**config.mk**
```make
export PLATFORM = sky130hd
export DESIGN_NAME = serial_crc8_flat
export DESIGN_NICKNAME = d
export VERILOG_FILES = /design/src/rtl/serial_crc8_if.sv /design/src/rtl/serial_crc8.sv /design/src/flat_wrapper.sv
export SDC_FILE = /design/constraint.sdc
export NUM_CORES = 1
export LEC_CHECK = 0
export BUFFER_PORTS_ARGS = -buffer_cell sky130_fd_sc_hd__buf_2
export CORE_MARGIN = 5
export CORE_UTILIZATION = 46
export DETAILED_ROUTE_END_ITERATION = 10
export PLACE_DENSITY = 0.72
export REMOVE_ABC_BUFFERS = 1
export SLEW_MARGIN = 5
export SYNTH_ARGS = -nofsm -noshare
export SYNTH_HDL_FRONTEND = slang
export SYNTH_SLANG_ARGS = --single-unit
```
**constraint.sdc**
```tcl
create_clock -name clk -period 1.5 [get_ports clk]
set_input_delay 0.15 -clock clk [delete_from_list [all_inputs] [get_ports clk]]
set_output_delay 0.15 -clock clk [all_outputs]
set_load 0.02 [all_outputs]
```
**src/rtl/serial_crc8_if.sv**
```systemverilog
// Bit-serial stream interface for serial_crc8: input bit handshake plus the
// framed output stream (data pass-through followed by CRC bits).
interface serial_crc8_if;
  logic       in_valid;
  logic       in_bit;
  logic       in_last;
  logic       in_ready;
  logic       out_valid;
  logic       out_bit;
  logic       out_crc_phase;
  logic       frame_done;
  logic [7:0] crc;

  modport master (
    output in_valid, in_bit, in_last,
    input  in_ready, out_valid, out_bit, out_crc_phase, frame_done, crc
  );

  modport slave (
    input  in_valid, in_bit, in_last,
    output in_ready, out_valid, out_bit, out_crc_phase, frame_done, crc
  );
endinterface

```
**src/rtl/serial_crc8.sv**
```systemverilog
// Serial CRC-8 framer: echoes each accepted data bit one cycle later, then
// appends the 8-bit CRC of the frame MSB first and pulses frame_done.
module serial_crc8 #(
  parameter logic [7:0] POLY = 8'h07,
  parameter logic [7:0] INIT = 8'h00
) (
  input logic         clk,
  input logic         rst_n,
  serial_crc8_if.slave bus
);

  typedef enum logic [1:0] {IDLE, DATA, CRC_OUT} state_t;

  state_t     state, state_nxt;
  logic [7:0] crc_q;
  logic [2:0] cnt_q;
  logic       accept;
  logic       vld_p1;
  logic       bit_p1;
  logic       crc_phase_p1;
  logic       done_p1;

  function automatic logic [7:0] crc_step(input logic [7:0] c, input logic b);
    logic fb;
    fb = c[7] ^ b;
    return {c[6:0], 1'b0} ^ (fb ? POLY : 8'h00);
  endfunction

  assign accept = bus.in_valid && (state != CRC_OUT);

  always_ff @(posedge clk or negedge rst_n) begin
    if (!rst_n) state <= IDLE;
    else        state <= state_nxt;
  end

  always_comb begin
    state_nxt = state;
    unique case (state)
      IDLE, DATA: begin
        if (accept) state_nxt = bus.in_last ? CRC_OUT : DATA;
      end
      CRC_OUT: begin
        if (cnt_q == 3'd0) state_nxt = IDLE;
      end
      default: state_nxt = IDLE;
    endcase
  end

  // Stage p1: registered output stream. crc_q is frozen during CRC_OUT and
  // serves as the snapshot that cnt_q indexes from bit 7 down to bit 0.
  always_ff @(posedge clk or negedge rst_n) begin
    if (!rst_n) begin
      crc_q        <= INIT;
      cnt_q        <= 3'd0;
      vld_p1       <= 1'b0;
      bit_p1       <= 1'b0;
      crc_phase_p1 <= 1'b0;
      done_p1      <= 1'b0;
    end else begin
      vld_p1       <= 1'b0;
      bit_p1       <= 1'b0;
      crc_phase_p1 <= 1'b0;
      done_p1      <= 1'b0;
      if (accept) begin
        crc_q  <= crc_step(crc_q, bus.in_bit);
        cnt_q  <= 3'd7;
        vld_p1 <= 1'b1;
        bit_p1 <= bus.in_bit;
      end else if (state == CRC_OUT) begin
        vld_p1       <= 1'b1;
        crc_phase_p1 <= 1'b1;
        bit_p1       <= crc_q[cnt_q];
        cnt_q        <= cnt_q - 3'd1;
        if (cnt_q == 3'd0) begin
          done_p1 <= 1'b1;
          crc_q   <= INIT;
        end
      end
    end
  end

  assign bus.in_ready      = (state != CRC_OUT);
  assign bus.out_valid     = vld_p1;
  assign bus.out_bit       = bit_p1;
  assign bus.out_crc_phase = crc_phase_p1;
  assign bus.frame_done    = done_p1;
  assign bus.crc           = crc_q;

endmodule

```
**src/flat_wrapper.sv**
```systemverilog
// flat-port wrapper written by rule: the top's interface ports become plain ports
module serial_crc8_flat 
#(
  parameter logic [7:0] POLY = 8'h07,
  parameter logic [7:0] INIT = 8'h00
)
  (clk, rst_n, bus_in_valid, bus_in_bit, bus_in_last, bus_in_ready, bus_out_valid, bus_out_bit, bus_out_crc_phase, bus_frame_done, bus_crc);
  serial_crc8_if bus_i ();
  input logic clk;
  input logic rst_n;
  input wire logic [$bits(bus_i.in_valid)-1:0] bus_in_valid;
  input wire logic [$bits(bus_i.in_bit)-1:0] bus_in_bit;
  input wire logic [$bits(bus_i.in_last)-1:0] bus_in_last;
  output wire logic [$bits(bus_i.in_ready)-1:0] bus_in_ready;
  output wire logic [$bits(bus_i.out_valid)-1:0] bus_out_valid;
  output wire logic [$bits(bus_i.out_bit)-1:0] bus_out_bit;
  output wire logic [$bits(bus_i.out_crc_phase)-1:0] bus_out_crc_phase;
  output wire logic [$bits(bus_i.frame_done)-1:0] bus_frame_done;
  output wire logic [$bits(bus_i.crc)-1:0] bus_crc;
  assign bus_i.in_valid = bus_in_valid;
  assign bus_i.in_bit = bus_in_bit;
  assign bus_i.in_last = bus_in_last;
  assign bus_in_ready = bus_i.in_ready;
  assign bus_out_valid = bus_i.out_valid;
  assign bus_out_bit = bus_i.out_bit;
  assign bus_out_crc_phase = bus_i.out_crc_phase;
  assign bus_frame_done = bus_i.frame_done;
  assign bus_crc = bus_i.crc;
  serial_crc8 #(.POLY(POLY), .INIT(INIT)) u_core (.clk(clk), .rst_n(rst_n), .bus(bus_i));
endmodule
```
### Word-level counts from Yosys, hierarchy flattened

Index checks and enable logic that the tools add are counted.

| word-level totals | value |
|---|---|
| bits in registers | 17 |
| bits of input ports | 5 |
| output and inout port bits | 13 |

| operators by class | value |
|---|---|
| add/subtract/negate cells | 1 |
| order comparisons | 1 |
| equal/unequal tests | 5 |
| mux-type cells | 20 |
| bitwise logic cells | 2 |
| reductions and logical operators | 8 |

Operators with widths:

| cell | number |
|---|---|
| 2-to-1 mux 8 bit | 3 |
| 2-to-1 mux 1 bit | 9 |
| 2-to-1 mux 3 bit | 3 |
| bitwise XOR 8 bit | 1 |
| 2-to-1 mux 2 bit | 3 |
| less-than comparator 3 x 4 -> 1 bit, second input constant | 1 |
| != test 2 bit, second input constant | 2 |
| one-hot mux 2 bit (2 select lines) | 1 |
| AND reduction 2 bit | 2 |
| nonzero test 2 bit | 2 |
| binary-select mux 1 bit (select 3 bit) | 1 |
| logical NOT 3 bit | 1 |
| subtractor 3 x 1 -> 3 bit, second input constant | 1 |
| equality test 2 x 1 -> 1 bit, second input constant | 1 |
| equality test 2 bit, second input constant | 1 |
| logical NOT 2 bit | 1 |
| != test 2 x 1 -> 1 bit, second input constant | 1 |
| OR reduction 2 bit | 1 |
| logical AND 1 bit | 1 |
| bitwise XOR 1 bit | 1 |

### Logic depth before layout (Yosys ltp)

| logic depth | value |
|---|---|
| depth after elaboration | 4 |
| gate-level depth with buffers | 6 |

### Worst setup path after synthesis

Ideal clock, no wire load.

| timing path | value |
|---|---|
| kind | register -> register |
| start | register u_core.cnt_q[0] |
| end | register u_core.crc_q[1], in the netlist u_core.bus.crc[1] |
| setup time | 121 ps |
| arrival time | 1294 ps |
| data required time | 1379 ps |
| slack | 85 ps |
| cell stages (with the launch flop) | 7 |
| buffers on the path | 1 |
| cell sequence | dfrtp_1 > buf_6 > inv_1 > ha_1 > nor2b_1 > mux2i_4 > a22o_1 |

| on the way | value |
|---|---|
| cells in the longest elaborated chain, start to end | 3 |

RTL lines:

| element | RTL line | source |
|---|---|---|
| start: declaration | serial_crc8.sv:16 | `logic [2:0] cnt_q;` |
| start signal: assignment | serial_crc8.sv:73 | `cnt_q <= cnt_q - 3'd1;` |
| logical NOT 3 bit | serial_crc8.sv:74 | `if (cnt_q == 3'd0) begin` |
| nonzero test 2 bit (no line) | - |  |
| AND reduction 2 bit (no line) | - |  |
| end signal: assignment | serial_crc8.sv:65 | `crc_q <= crc_step(crc_q, bus.in_bit);` |
| end: declaration | serial_crc8.sv:15 | `logic [7:0] crc_q;` |

Every way passes these cells.
A chain may end at the register's enable or synchronous reset.

### Worst setup path in the final report

| timing path | value |
|---|---|
| start | register u_core.cnt_q[0] |
| end | register u_core.bit_p1, in the netlist u_core.bus.out_bit |

| on the way | value |
|---|---|
| cells in the longest elaborated chain, start to end | 4 |

RTL lines:

| element | RTL line | source |
|---|---|---|
| binary-select mux 1 bit (select 3 bit) | serial_crc8.sv:72 | `bit_p1 <= crc_q[cnt_q];` |
| 2-to-1 mux 1 bit (not written as such) | serial_crc8.sv:72 |  |
| 2-to-1 mux 1 bit | serial_crc8.sv:69 | `end else if (state == CRC_OUT) begin` |
| 2-to-1 mux 1 bit | serial_crc8.sv:64 | `if (accept) begin` |
| end signal: assignment | serial_crc8.sv:68 | `bit_p1 <= bus.in_bit;` |
| end signal: assignment | serial_crc8.sv:72 |  |
| end: declaration | serial_crc8.sv:19 | `logic bit_p1;` |

Every way passes these cells. The select of a mux whose other input is x is not followed.

==> run_results.csv <==
group,metric,value,unit
global_route,grtUsageMet3,0.0175,
yosys,synth_compound_area_frac,0.157,
worst_setup_path,start_kind,"flop",
global_route,met1_usage,0.157,
routing,drt_iter0_markers,10,
power_and_ir_drop,fin_total_pwr,0.00203,W
finish,synthToLayoutAreaGrowth,18.2,%
global_route,busiest_layer,"met2",
floorplan,coreArea,1670,µm²
yosys,ys_seq_elements,17,
yosys,syn-mean-instance-area,12.5,µm²
timing,clock.fmax,701,MHz
clock_tree,numCtsBuffers,3,
power_and_ir_drop,netSwitchingFraction,0.409,
worst_hold_path,hp-class,"in -> reg",
finish,layout-drive-gt1-share,0.376,
routing,drt-total-wl,1450,µm
power_and_ir_drop,p_switching,0.000829,W
place,routabilityCongestion,0.763,
timing,skew,0.00883,ns
outcome,status,"finished clean",
yosys,synthAdderAreaFrac,0.0317,
global_route,grt-ovfl-total,0,
floorplan,die_h,51.4,µm
timing,slew_violations,0,
yosys,synth-xor-area-share,0.0333,
power_and_ir_drop,p_comb_frac,0.473,
power_and_ir_drop,vdd_drop_max,0.00108,V
worst_setup_path,cp_max_fo,6,
global_route,grt_max_degree,18,
floorplan,num_io_pins,18,
yosys,seq_area_frac_synth,0.539,
clock_tree,insertion_delay,0.30,ns
worst_setup_path,critPathKind,"reg -> reg",
routing,post_drt_wl_per_cell,14.2,µm
finish,fin_nets,93,
clock_tree,cts.clk_slew.worst_paths,0.10,ns
yosys,yosys.area_share.simple,0.0935,
clock_tree,cts_sinks,17,
timing,tightest_slew,0.427,ns
routing,drtAntennaViolNets,0,
floorplan,dieArea,2650,µm²
clock_tree,clockRootBuffer,"clkbuf_4",
floorplan,start_util,0.473,
yosys,synth_top_family_by_area,"compound AO/OA/AOI/OAI gates",
timing,hold_violations,0,
global_route,gr-usage-met2,0.197,
clock_tree,htreeDepth,1,
place,hpwl,1060,µm
yosys,syn_inst,63,
routing,first_pass_iters,4,
timing,relSlewSlack,0.713,
global_route,grt.total_usage,0.126,
power_and_ir_drop,p_leak,0.473,nW
yosys,synth_cell_type_count,28,
worst_setup_path,cp.required,1.70,ns
global_route,grt_pass1_vias,543,
timing,rsz0062_at_grt,"no",
flow_run,drv_cap,0,
routing,vias,558,
clock_tree,clock_path_buffers,2,
power_and_ir_drop,pwr-share-clk,0.122,
timing,setup_tns,0,ns
routing,drc_errors,0,
floorplan,fp-row-count,15,
worst_setup_path,rrSetupSlack,0.07,ns
routing,vias_per_cell,5.47,
global_route,grt_antenna_before_repair,0,
place,port_buffers,17,
yosys,syn_area,790,µm²
finish,diodes,0,
power_and_ir_drop,seqPwrFrac,0.405,
yosys,synth.yosys.warnings,0,
timing,fin_crit,1.43,ns
clock_tree,cts_tree,"done",
timing,setup_viol,0,
yosys,synth.area.mux_share,0.0887,
worst_setup_path,cp-end-kind,"flop",
floorplan,die_width,51.4,µm
worst_setup_path,arrival,1.62,ns
power_and_ir_drop,p_per_area,2170,nW/µm²
power_and_ir_drop,internal_power,0.00120,W
timing,fin_crit_sh,0.951,
global_route,grt_pass1_wl,2420,µm
timing,holdWs,0.105,ns
==> per-stage QoR <==
stage	worst slack [ns]	instance area, µm²	util	instances
floorplan	0.0752	756	-	59
global placement	0.0510	892	0.534	97
detailed placement	0.0164	892	0.534	97
CTS	0.00290	930	0.557	102
global route	0.0174	933	0.559	102
finish	0.0740	933	0.559	102
==> sequential cells by signal (all words and copies together), names as in the netlist <==
| register | cells |
|---|---|
| u_core.bus.crc | 8 |
| u_core.bus.frame_done | 1 |
| u_core.bus.out_valid | 1 |
| u_core.bus.out_crc_phase | 1 |
| u_core.cnt_q | 3 |
| u_core.state | 2 |
| u_core.bus.out_bit | 1 |
==> synth_stat cells <==
| master | instances | area share |
|---|---|---|
| mux2_4 | 1 | 0.019 |
| o2bb2ai_1 | 1 | 0.011 |
| a211oi_1 | 1 | 0.0095 |
| ha_1 | 2 | 0.032 |
| clkbuf_1 | 1 | 0.0047 |
| and2_2 | 1 | 0.0095 |
| buf_6 | 2 | 0.029 |
| mux4_2 | 1 | 0.029 |
| mux2i_4 | 1 | 0.029 |
| mux2i_1 | 1 | 0.013 |
| nor2_1 | 2 | 0.0095 |
| a21oi_1 | 3 | 0.019 |
| dfrtp_1 | 17 | 0.54 |
| nand2_1 | 2 | 0.0095 |
| or3_1 | 1 | 0.0079 |
| and3b_1 | 1 | 0.011 |
| and2_1 | 1 | 0.0079 |
| o21ai_0 | 3 | 0.019 |
| o22ai_1 | 1 | 0.0079 |
| a32o_1 | 1 | 0.013 |
| inv_2 | 1 | 0.0047 |
| nor2b_1 | 1 | 0.0079 |
| inv_1 | 2 | 0.0095 |
| nor3_1 | 1 | 0.0063 |
| xnor2_1 | 3 | 0.033 |
| buf_4 | 1 | 0.0095 |
| nand2b_1 | 3 | 0.024 |
| a22o_1 | 7 | 0.078 |
==> final cells by class <==
type,count,area [µm²]
clock buffer,3,22.5
clock inverter,1,5.00
sequential,17,427
timing repair buffer,22,125
fill,145,737
inverter,3,11.3
multi-input combinational,39,322
tap,17,21.3
==> layer usage <==
metal,vias to the layer above,wire [µm]
met5,-,0
met4,0,42
met3,4,71
met2,15,726
met1,269,608
li1,270,-
==> power by group through the flow <==
stage               Clock (W)  Combinational, W  Sequential, W
detailed placement          0          0.000965       0.000823
floorplan                   0          0.000484       0.000975
global route         0.000266           0.00104       0.000853
global placement            0          0.000946       0.000817
CTS                  0.000254          0.000969       0.000814
finish               0.000248          0.000959       0.000821
==> placed cells by master, fill, tap and decap left out, drive strengths merged <==
master	synthesis	layout
nand2b	3	3
xnor2	3	3
inv	3	3
nand2	2	2
dfrtp	17	17
nor3	1	1
mux4	1	1
and2	2	2
ha	2	2
mux2i	2	2
a22o	7	7
buf	3	21
and3b	1	1
a32o	1	1
o2bb2ai	1	1
o21ai	3	3
a21oi	3	3
a211oi	1	1
nor2b	1	1
o22ai	1	1
nor2	2	2
clkbuf	1	3
or3	1	1
mux2	1	1
dlygate4sd3	0	1
clkinv	0	1
==> worst paths after layout <==
kind / startpoint / cells past startpoint / endpoint
max in group asynchronous: rst_n / 2 / u_core.cnt_q[0]
min in group asynchronous: rst_n / 2 / u_core.bus.crc[0]
min reg2reg: u_core.state[1] / 1 / u_core.state[0]
max reg2reg: u_core.cnt_q[0] / 3 / u_core.bus.out_bit
max: u_core.cnt_q[0] / 3 / u_core.bus.out_bit
min: bus_in_bit / 2 / u_core.bus.out_bit
==> worst max-delay path, stage by stage, from the launching register on <==
cell	delay, ns
dfrtp_2	0.47
mux2_4	0.30
or3_1	0.30
a32o_1	0.25
==> what timing repair did <==
action | in CTS | in global routing
endpoints found under the setup margin | 0 | 10
gates resized for setup | 0 | 2
hold buffers | 1 | 0
setup buffers | 0 | 0
endpoints found under the hold margin | 17 | 0
==> kinds of logic after synthesis <==
kind of cell | Yosys count
AOI/OAI and AO/OA | 17
xor gates and xnor gates | 3
adders and majority gates | 2
buffers and inverters | 7
DFF | 17
muxes | 4
and+or+nand+nor | 13
Power figures use the tool's default switching activity.
